File: config.mk
export PLATFORM = sky130hd
export DESIGN_NAME = bits_bit_reader
export DESIGN_NICKNAME = d
export VERILOG_FILES = /design/src/rtl/bits_pkg.sv /design/src/rtl/bits_bit_reader.sv
export SDC_FILE = /design/constraint.sdc
export NUM_CORES = 1
export LEC_CHECK = 0
export ABC_AREA = 1
export ABC_CLOCK_PERIOD_IN_PS = 11700
export BUFFER_PORTS_ARGS = -buffer_cell sky130_fd_sc_hd__buf_4
export CAP_MARGIN = 20
export CORE_UTILIZATION = 40
export DETAILED_ROUTE_END_ITERATION = 10
export SYNTH_ARGS = -nofsm -noshare
export SYNTH_HDL_FRONTEND = slang
export SYNTH_SLANG_ARGS = --single-unit
File: constraint.sdc
create_clock -name clk -period 11.7 [get_ports clk]
set_input_delay 1.755 -clock clk [delete_from_list [all_inputs] [get_ports clk]]
set_output_delay 1.755 -clock clk [all_outputs]
set_load 0.02 [all_outputs]
File: src/rtl/bits_pkg.sv
// bits_pkg: constants and types shared by the BITS bit reader, core and register block.
package bits_pkg;

    localparam int BUF_W   = 32;
    localparam int MAX_FLD = 16;
    localparam int CNT_W   = 16;

    localparam logic [4:0] FLD_LEN_MIN = 5'd1;
    localparam logic [4:0] FLD_LEN_MAX = 5'd16;

    typedef enum logic {IDLE, RUN} state_t;

    function automatic logic fld_len_ok(input logic [4:0] len);
        return len >= FLD_LEN_MIN && len <= FLD_LEN_MAX;
    endfunction

endpackage

File: src/rtl/bits_bit_reader.sv
// bits_bit_reader: MSB-first byte-to-bitfield front end of the BITS decoder.
module bits_bit_reader #(
    parameter int BUF_W   = bits_pkg::BUF_W,
    parameter int MAX_FLD = bits_pkg::MAX_FLD,
    parameter int CNT_W   = bits_pkg::CNT_W
) (
    input  logic               clk,
    input  logic               reset,
    input  logic               start,
    input  logic [CNT_W-1:0]   expected_bytes,
    input  logic [7:0]         byte_data,
    input  logic               byte_valid,
    output logic               byte_ready,
    input  logic               fld_req,
    input  logic [4:0]         fld_len,
    output logic               fld_ack,
    output logic [MAX_FLD-1:0] fld_data,
    output logic               fld_err,
    output logic [CNT_W+2:0]   bits_consumed,
    output logic               drained
);
    import bits_pkg::*;

    localparam int CW = $clog2(BUF_W + 1);

    state_t             state, state_n;
    logic [BUF_W-1:0]   bit_buf, buf_n;
    logic [CW-1:0]      count, count_n, take, rem;
    logic [CNT_W-1:0]   bytes_left, left_n;
    logic [CNT_W+3:0]   bc_sum;
    logic [CNT_W+2:0]   bc_n;
    logic [4:0]         len_q, len_e;
    logic               pending, accept, req, legal, serve, fail;

    function automatic logic [MAX_FLD-1:0] extract(input logic [BUF_W-1:0] b, input logic [4:0] len);
        logic [BUF_W-1:0] s;
        s = b >> (BUF_W - int'(len));
        return s[MAX_FLD-1:0];
    endfunction

    assign byte_ready = state == RUN && bytes_left != '0 && count <= CW'(BUF_W - 8);

    // A fresh request is evaluated in its own cycle so a ready field acks one cycle later.
    always_comb begin
        state_n = start ? RUN : state;
        accept  = byte_valid & byte_ready;
        req     = pending | (state == RUN & fld_req);
        len_e   = pending ? len_q : fld_len;
        legal   = fld_len_ok(len_e);
        serve   = req & legal & (count >= CW'(len_e));
        fail    = req & (!legal | ((count < CW'(len_e)) & bytes_left == '0));
        take    = serve ? CW'(len_e) : '0;
        rem     = count - take;
        buf_n   = (bit_buf << take) | (accept ? ({byte_data, {(BUF_W-8){1'b0}}} >> rem) : '0);
        count_n = rem + (accept ? CW'(8) : '0);
        left_n  = bytes_left - CNT_W'(accept);
        bc_sum  = {1'b0, bits_consumed} + (CNT_W+4)'(take);
        bc_n    = bc_sum[CNT_W+3] ? '1 : bc_sum[CNT_W+2:0];
    end

    always_ff @(posedge clk) begin
        if (reset) begin
            state         <= IDLE;
            bit_buf       <= '0;
            count         <= '0;
            bytes_left    <= '0;
            pending       <= 1'b0;
            len_q         <= '0;
            fld_ack       <= 1'b0;
            fld_err       <= 1'b0;
            fld_data      <= '0;
            bits_consumed <= '0;
            drained       <= 1'b0;
        end else if (start) begin
            state         <= state_n;
            bit_buf       <= '0;
            count         <= '0;
            bytes_left    <= expected_bytes;
            pending       <= 1'b0;
            len_q         <= '0;
            fld_ack       <= 1'b0;
            fld_err       <= 1'b0;
            fld_data      <= '0;
            bits_consumed <= '0;
            drained       <= expected_bytes == '0;
        end else begin
            state         <= state_n;
            bit_buf       <= buf_n;
            count         <= count_n;
            bytes_left    <= left_n;
            pending       <= req & !serve & !fail;
            len_q         <= len_e;
            fld_ack       <= serve | fail;
            fld_err       <= fail;
            fld_data      <= serve ? extract(bit_buf, len_e) : '0;
            bits_consumed <= bc_n;
            drained       <= state_n == RUN && left_n == '0 && count_n == '0;
        end
    end

endmodule

==> metrics.cfg, run 1 <==
[placed_design]
gp_congestion=0.890
dpl.hpwl_mm=18.3
portBuffers=72
dp_slack_ns=4.34

[floorplanning]
boundaryPins=73
rows=52
die-area_mm2=0.0212
core_mm2=0.0202
die_width_um=145
initial_core_util_pct=40.7
die_h_um=145

[yosys]
async_reset_ff_share_pct=0
synth_compound_area_share_pct=15.8
syn_nets=1411
ys_top_cells_by_area=dfxtp_1, nand2_1, nand3_1, o21ai_0, inv_1
yosys.area_share.adder_pct=3.83
synth_top_family_by_area=simple AND/OR/NAND/NOR gates
ys_ff_latch=99
post-synth-top-area-cell=dfxtp_1
synth_flop_cell=dfxtp_1
synthDistinctLibCells=50
yosys_warnings=0
synth.avg_cell_area_um2=6.09
synth_mux_area_share_pct=1.70
synth-simple-area-share_pct=40.2
netlist_instances=1353
synth.top_cell.area_share_pct=24.1
synth_xor_area_share_pct=3.07
netlist_area_mm2=0.00823
synth_seq_area_share_pct=24.1
synth-edff-count=0

[clocking]
cts_sinks=99
cts-htree-levels=3
cts_buffers=9
cts_tree=done
cts_resized=0
cts-root-buf=clkbuf_16
postCtsSetupRepairBufs=0
clk_pin_slew_ns=0.08
ctsLongestPathBuffers=2
cts-hold-fix-buffers=0
insertion_delay_ns=0.36

[global_routing]
track_usage_pct=23.4
grt_max_degree=88
grt_antenna_before_repair=0
first_global_vias=8023
grt-ovfl-total=0
grt_pass1_wl_mm=40.5

[pwr]
p_leak_uw=0.00422
peakVddDrop_v=0.0000665
power.density_mw_per_mm2=98.5

[worst_hold_path]
hold_class=reg -> reg

[routing]
vias=8808
drtIter0Drc=693
drt_pass1_iterations=6
postRouteAntennaNets=0
wl_per_cell_um=15.0
routed_wl_mm=24.6
drc_errors=0
viasPerCell=5.36

[timing]
fin_tns_setup_ns=0
relSlewSlack_pct=31.6
clock_skew_ns=0.0126
final-setup-viol-count=0
hold_viol=0
max_freq_ghz=0.142
tightest_slew_ns=1.03
post-route-min-period_ns=7.03
timing.final.ws_setup_ns=4.67
slew_violations=0
rsz0062_at_grt=no
whs_ns=0.529
fin_crit_sh_pct=60.1

[setup_path]
critPathKind=in -> reg
max_stage_delay_ns=0.46
crit_required_ns=11.99
cp_num_buf_inv=6
cp-end-kind=flip-flop
slowest_stage=ha_1
regToRegSetupSlack_ns=5.42
cp_max_fo=87
crit_path_start_kind=input pin
cp_top_family=simple AND/OR/NAND/NOR gates
crit_arrival_ns=7.32

[outcome]
outcome=completed

[final_layout]
drive_gt1_share_pct=9.97
num_antenna_cells=0
fillCellCount=2242
syn2layout_area_growth_pct=10.1
nets=1427

[job]
cap_violations=0

==> logic make-up (layout without fill, tap and decap cells) <==
group,after synthesis,after routing
flops,99,99
fa+ha+maj,24,24
mux,14,14
compound gates,238,238
buf+inv,212,233
xor+xnor,28,28
simple gates,738,738
==> layer usage <==
metal | vias to the layer above | global-route usage (%) | wire, um
met5 | - | 0 | 0
met4 | 0 | 9.21 | 762
met3 | 45 | 3.64 | 1270
met2 | 268 | 37.9 | 11200
met1 | 3962 | 31.2 | 11400
li1 | 4533 | - | -
==> path summary, 6_finish.rpt <==
kind                           startpoint                           end  depth (start not counted)
max                            fld_len[0]            drained$_SDFF_PP0_                         26
min          bits_consumed[14]$_SDFF_PP0_  bits_consumed[14]$_SDFF_PP0_                          2
max reg2reg            pending$_SDFF_PP0_            drained$_SDFF_PP0_                         26
min reg2reg  bits_consumed[14]$_SDFF_PP0_  bits_consumed[14]$_SDFF_PP0_                          2
==> cells in the final DEF, fill, tap and decap left out, types with 5 or more instances in the layout <==
cell	synthesis	routed
nand2_1	347	347
nor2_1	85	84
inv_1	128	128
nand3_2	6	6
nand4_1	9	9
ha_1	22	22
o211ai_1	12	12
dfxtp_1	99	99
nor4_1	9	9
nor2_2	5	6
clkbuf_16	0	9
buf_4	11	80
o21ai_0	119	119
nand2_2	8	8
or2_2	7	7
xor2_1	15	15
nor3_1	14	14
inv_2	5	5
xnor2_1	12	12
a21oi_1	70	70
nand3_1	236	236
a32oi_1	5	5
mux2i_1	14	14
o21ai_1	7	7
a31oi_1	9	9
==> Yosys cell counts, types with 12 or more instances <==
cell,count
dfxtp_1,99
nor2_1,85
ha_1,22
o21ai_0,119
mux2i_1,14
nor3_1,14
inv_1,128
nand3_1,236
clkbuf_1,28
o211ai_1,12
xnor2_1,12
buf_2,22
a21oi_1,70
xor2_1,15
nand2_1,347
==> area by class of cell <==
type                    count  area [um^2]  area share, %
repair buffers             80          601           6.62
inverters                 137          517           5.70
multi-input cells        1042         5320           58.7
well taps                 270          338           3.73
clock buffers              10          229           2.53
flip-flops and latches     99         1980           21.9
clock inverters             6         81.3          0.897
==> through the flow <==
| step | util [%] | total power [uW] | instance area [um^2] | instances |
|---|---|---|---|---|
| floorplan | - | 521 | 8230 | 1353 |
| global placement | 43.3 | 574 | 8760 | 1628 |
| detailed placement | 43.3 | 574 | 8760 | 1628 |
| CTS | 44.8 | 898 | 9070 | 1644 |
| global route | 44.8 | 941 | 9070 | 1644 |
| finish | 44.8 | 893 | 9070 | 1644 |
==> power by group <==
part           total (uW)  internal, uW  switching [uW]
Sequential            352           345            6.92
Clock                 324           172             152
Combinational         217          68.8             148
==> state kept, by name, indices dropped and copies added, names as in the netlist <==
signal,flops
drained,1
bits_consumed,19
state,1
len_q,5
fld_ack,1
pending,1
fld_err,1
bit_buf,32
fld_data,16
count,6
bytes_left,16
==> worst register-to-register path, delay by kind of cell (launching register included) <==
family | cells | cell delay (ns)
DFF | 1 | 0.58
and+or+nand+nor | 14 | 2.28
buffers and inverters | 6 | 1.77
AOI/OAI and AO/OA | 2 | 0.27
adders and majority gates | 4 | 1.34
No activity file was read; power rests on OpenSTA's default activity.
==> run 2: changes to the inputs <==
ABC_CLOCK_PERIOD_IN_PS = 5900   (was 11700)
clock period = 5.9 ns   (was 11.7 ns; I/O delays follow)
==> metrics.cfg, run 2 (synthesis results as in run 1) <==
[outcome]
outcome=completed

[clocking]
cts-root-buf=clkbuf_16
cts-hold-fix-buffers=0
insertion_delay_ns=0.36
cts_sinks=99
cts-htree-levels=3
clk_pin_slew_ns=0.08
ctsLongestPathBuffers=2
postCtsSetupRepairBufs=0
cts_buffers=9
cts_tree=done
cts_resized=0

[final_layout]
regArea_mm2=0.00198
reg.largest.list=bit_buf (32), bits_consumed (19)
finalInstanceArea_mm2=0.00911
drive_gt1_share_pct=10.4
mostFrequentLayoutCell=nand2_1
final_cell_mix=nand2_1, nand3_1, inv_1
largest_reg_flops=32
multi_input_area_mm2=0.00532
nets=1433
largest-register=bit_buf
num_antenna_cells=0
syn2layout_area_growth_pct=10.7
fillCellCount=2155

[routing]
viasPerCell=5.39
drc_errors=0
vias=8887
routed_wl_mm=25.0
postRouteAntennaNets=0
drt_pass1_iterations=6
wl_per_cell_um=15.2
drtIter0Drc=819

[pwr]
cell_internal_pwr_uw=1160
seqPwrFrac_pct=39.3
switching_share_pct=34.5
pwr-share-comb_pct=24.4
p_leak_uw=0.00424
clkPwrFrac_pct=36.2
power_switching_uw=612
peakVddDrop_v=0.000131
power.density_mw_per_mm2=195

[timing]
clock_skew_ns=0.00717
relSlewSlack_pct=30.8
rsz0062_at_grt=no
hold_viol=0
fin_tns_setup_ns=0
slew_violations=0
final-setup-viol-count=0
max_freq_ghz=0.209
post-route-min-period_ns=4.77
fin_crit_sh_pct=80.9
tightest_slew_ns=1.04

[placed_design]
placed_area_mm2=0.00880
portBuffers=72
gp_congestion=0.895
dpl.hpwl_mm=18.5

[global_routing]
grt-ovfl-total=0
grt_max_degree=84
first_global_vias=8178
grt_pass1_wl_mm=40.9
track_usage_pct=23.8
grt_antenna_before_repair=0

[floorplanning]
die-area_mm2=0.0212
initial_core_util_pct=40.7
die_width_um=145
boundaryPins=73
core_mm2=0.0202
die_h_um=145
rows=52

[setup_path]
cp-end-kind=flip-flop
cp_top_family=simple AND/OR/NAND/NOR gates
critPathKind=reg -> reg
crit_path_cell_trace=nand2_1, nand2_2, buf_4, nor2_4, nand3_2, nor2_2, nor2_4, nand2_4, nor2_8, inv_2, ha_1, a21oi_1, nand2_1, or2_2, nand2_1, clkinv_1, ha_1, inv_1, nand4_1, nor4_1, nand3_1, nor4_1, nand3_1, a21oi_1
cp_num_buf_inv=4
crit_required_ns=6.18
cp_max_fo=83
crit_arrival_ns=5.06
crit_path_start_kind=flip-flop
slowest_stage=buf_4
cp_common_cell=nand2_1
max_stage_delay_ns=0.64

[worst_hold_path]
hold_class=reg -> reg

[job]
cap_violations=0

-- run 2: changes by cell type in the layout (fill, tap and decap cells not counted), sizes merged --
| cell | change |
|---|---|
| buf | +6 |
| clkbuf | -1 |
| clkinv | +1 |
-- run 2: routing by layer --
metal / up-vias / global-route usage, % / wire, um
li1: 4551 / - / -
met1: 4008 / 31.8 / 11300
met2: 291 / 38.9 / 11600
met3: 37 / 2.60 / 1400
met4: 0 / 10.2 / 654
met5: - / 0 / 0
-- run 2: worst paths after layout --
check	from	endpoint	slack, ns	cells past startpoint
worst min register to register	bits_consumed[14]$_SDFF_PP0_	bits_consumed[14]$_SDFF_PP0_	0.52	2
worst min-delay path	bits_consumed[14]$_SDFF_PP0_	bits_consumed[14]$_SDFF_PP0_	0.52	2
worst max-delay path	pending$_SDFF_PP0_	drained$_SDFF_PP0_	1.13	24
worst max register to register	pending$_SDFF_PP0_	drained$_SDFF_PP0_	1.13	24
-- run 2: power by group through the flow --
stage / clock, uW / sequential, uW / combinational (uW)
after global routing: 681 / 700 / 491
after CTS: 653 / 698 / 429
final: 643 / 698 / 434
after detailed placement: 0 / 714 / 428
after floorplan: 0 / 710 / 324
after global placement: 0 / 714 / 429
-- run 2: metrics by stage --
step                      worst slack [ns]  utilization, %  std cells  hold WS (ns)  total power (uW)
after floorplan                      0.936               -       1353         0.469              1030
after global placement               0.806            43.5       1634         0.507              1140
after detailed placement             0.787            43.5       1634         0.504              1140
after CTS                             1.06            45.0       1650         0.524              1780
after global routing                 0.573            45.0       1650         0.561              1870
final                                 1.13            45.0       1650         0.519              1770
-- run 2: area by class of cell --
type                    instances  area share (%)
clock buffers                   9            2.47
flip-flops and latches         99            21.8
well taps                     270            3.71
multi-input cells            1042            58.4
clock inverters                 7           0.920
repair buffers                 86            7.09
inverters                     137            5.67
-- run 2: worst min-delay path: stages (launching register included) --
cell and delay [ns]:
dfxtp_1 0.34, nand2_1 0.07, a31oi_1 0.06
==> run 3: changes to the inputs <==
ABC_CLOCK_PERIOD_IN_PS = 4900   (was 5900)
clock period = 4.9 ns   (was 5.9 ns; I/O delays follow)
==> metrics.cfg, run 3 (synthesis results as in run 1) <==
[floorplanning]
boundaryPins=73
die-area_mm2=0.0212
initial_core_util_pct=40.7
die_h_um=145
core_mm2=0.0202
rows=52
die_width_um=145

[routing]
postRouteAntennaNets=0
drc_errors=0
drt_pass1_iterations=6
wl_per_cell_um=15.1
vias=8805
routed_wl_mm=24.9
drtIter0Drc=740
viasPerCell=5.32

[pwr]
power.density_mw_per_mm2=231
power_uw=2110
peakVddDrop_v=0.000174
p_leak_uw=0.00427

[placed_design]
dpl.hpwl_mm=18.8
placed_area_mm2=0.00884
gp_congestion=0.913
portBuffers=72

[clocking]
cts-htree-levels=3
insertion_delay_ns=0.37
postCtsSetupRepairBufs=0
cts_tree=done
cts_sinks=99
ctsLongestPathBuffers=2
cts_buffers=9
cts-root-buf=clkbuf_16
clk_pin_slew_ns=0.08

[setup_path]
r2r_cells=27
cp_common_cell=nand2_1
slowest_stage=dfxtp_2
crit_path_start_kind=flip-flop
crit_arrival_ns=4.69
max_stage_delay_ns=0.46
rr_endpoint=drained$_SDFF_PP0_
r2r-start=pending$_SDFF_PP0_
crit_required_ns=5.20
regToRegSetupSlack_ns=0.51
cp-end-kind=flip-flop
critPathKind=reg -> reg
cp_max_fo=11

[final_layout]
mostFrequentLayoutCell=nand2_1
reg.largest.list=bit_buf (32), bits_consumed (19)
largest_reg_flops=32
syn2layout_area_growth_pct=11.1
num_antenna_cells=0
drive_gt1_share_pct=10.8
largest-register=bit_buf
final_cell_mix=nand2_1, nand3_1, inv_1
fin_util_pct=45.2
nets=1438
finalInstanceArea_mm2=0.00915

[worst_hold_path]
hold_class=reg -> reg
whs_path_depth=2
min_from=bits_consumed[14]$_SDFF_PP0_
hold_end=bits_consumed[14]$_SDFF_PP0_

[timing]
fin_crit_sh_pct=89.7
hold_viol=0
fin_tns_setup_ns=0
relSlewSlack_pct=36.9
post-route-min-period_ns=4.39
max_freq_ghz=0.228
clock_skew_ns=0.0134
slew_violations=0
tightest_slew_ns=0.945
rsz0062_at_grt=no
final-setup-viol-count=0
whs_ns=0.515

[global_routing]
first_global_vias=7750
grt_antenna_before_repair=0
grt_pass1_wl_mm=40.3
track_usage_pct=23.5
grt_max_degree=82
grt-ovfl-total=0

[outcome]
outcome=completed

[job]
cap_violations=0

[run 3: changes by cell type in the layout (fill, tap and decap cells not counted), sizes merged]
cell    before  now
buf         86   91
bufinv       1    0
clkbuf       9   10
[run 3: per-stage QoR]
stage	worst slack, ns	instances
CTS	0.378	1655
global placement	0.352	1639
floorplan	0.0856	1353
detailed placement	0.256	1639
global route	0.0923	1655
finish	0.506	1655
[run 3: report_power, final]
| part | leakage [uW] | internal [uW] | switching [uW] |
|---|---|---|---|
| clock | 0.000150 | 375 | 368 |
| sequential | 0.000804 | 825 | 15.6 |
| combinational | 0.00331 | 170 | 357 |
| total | 0.00427 | 1370 | 741 |
[run 3: layout make-up]
class                      instances  area (um^2)
sequential                        99         1980
inverter                         137          517
clock buffer                      10          239
multi-input combinational       1042         5320
fill                            2222        11100
timing repair buffer              91          683
tap                              270          338
clock inverter                     6         67.6
[run 3: worst max-delay path by stage]
| stage | start | endpoint | slack [ns] |
|---|---|---|---|
| final | pending$_SDFF_PP0_ | drained$_SDFF_PP0_ | 0.51 |
| after global routing | pending$_SDFF_PP0_ | drained$_SDFF_PP0_ | 0.09 |
| after CTS | pending$_SDFF_PP0_ | drained$_SDFF_PP0_ | 0.38 |
| after detailed placement | fld_len[3] | drained$_SDFF_PP0_ | 0.26 |
| after global placement | fld_len[3] | bit_buf[22]$_SDFF_PP0_ | 0.35 |
| after floorplan | fld_len[0] | drained$_SDFF_PP0_ | 0.09 |
[run 3: per-layer routing]
metal / global-route usage, % / vias up / part of all wire [%]
met5: 0 / - / 0
met4: 7.84 / 0 / 2.6
met3: 4.08 / 43 / 6.1
met2: 37.5 / 301 / 46
met1: 32.1 / 3908 / 46
li1: - / 4553 / -
[run 3: repair_timing]
item / 4_1_cts / 5_1_grt
setup endpoints to repair: 0 / 8
hold buffers: 0 / 0
hold endpoints to repair: 0 / 0
gates resized for setup: 0 / 1
[run 3: critical path: cells and delay by family, from the launching register on]
family / cells / cell delay [ns]
buf+inv: 5 / 0.55
compound gates: 3 / 0.38
simple gates: 16 / 1.92
fa+ha+maj: 3 / 1.01
flops: 1 / 0.46
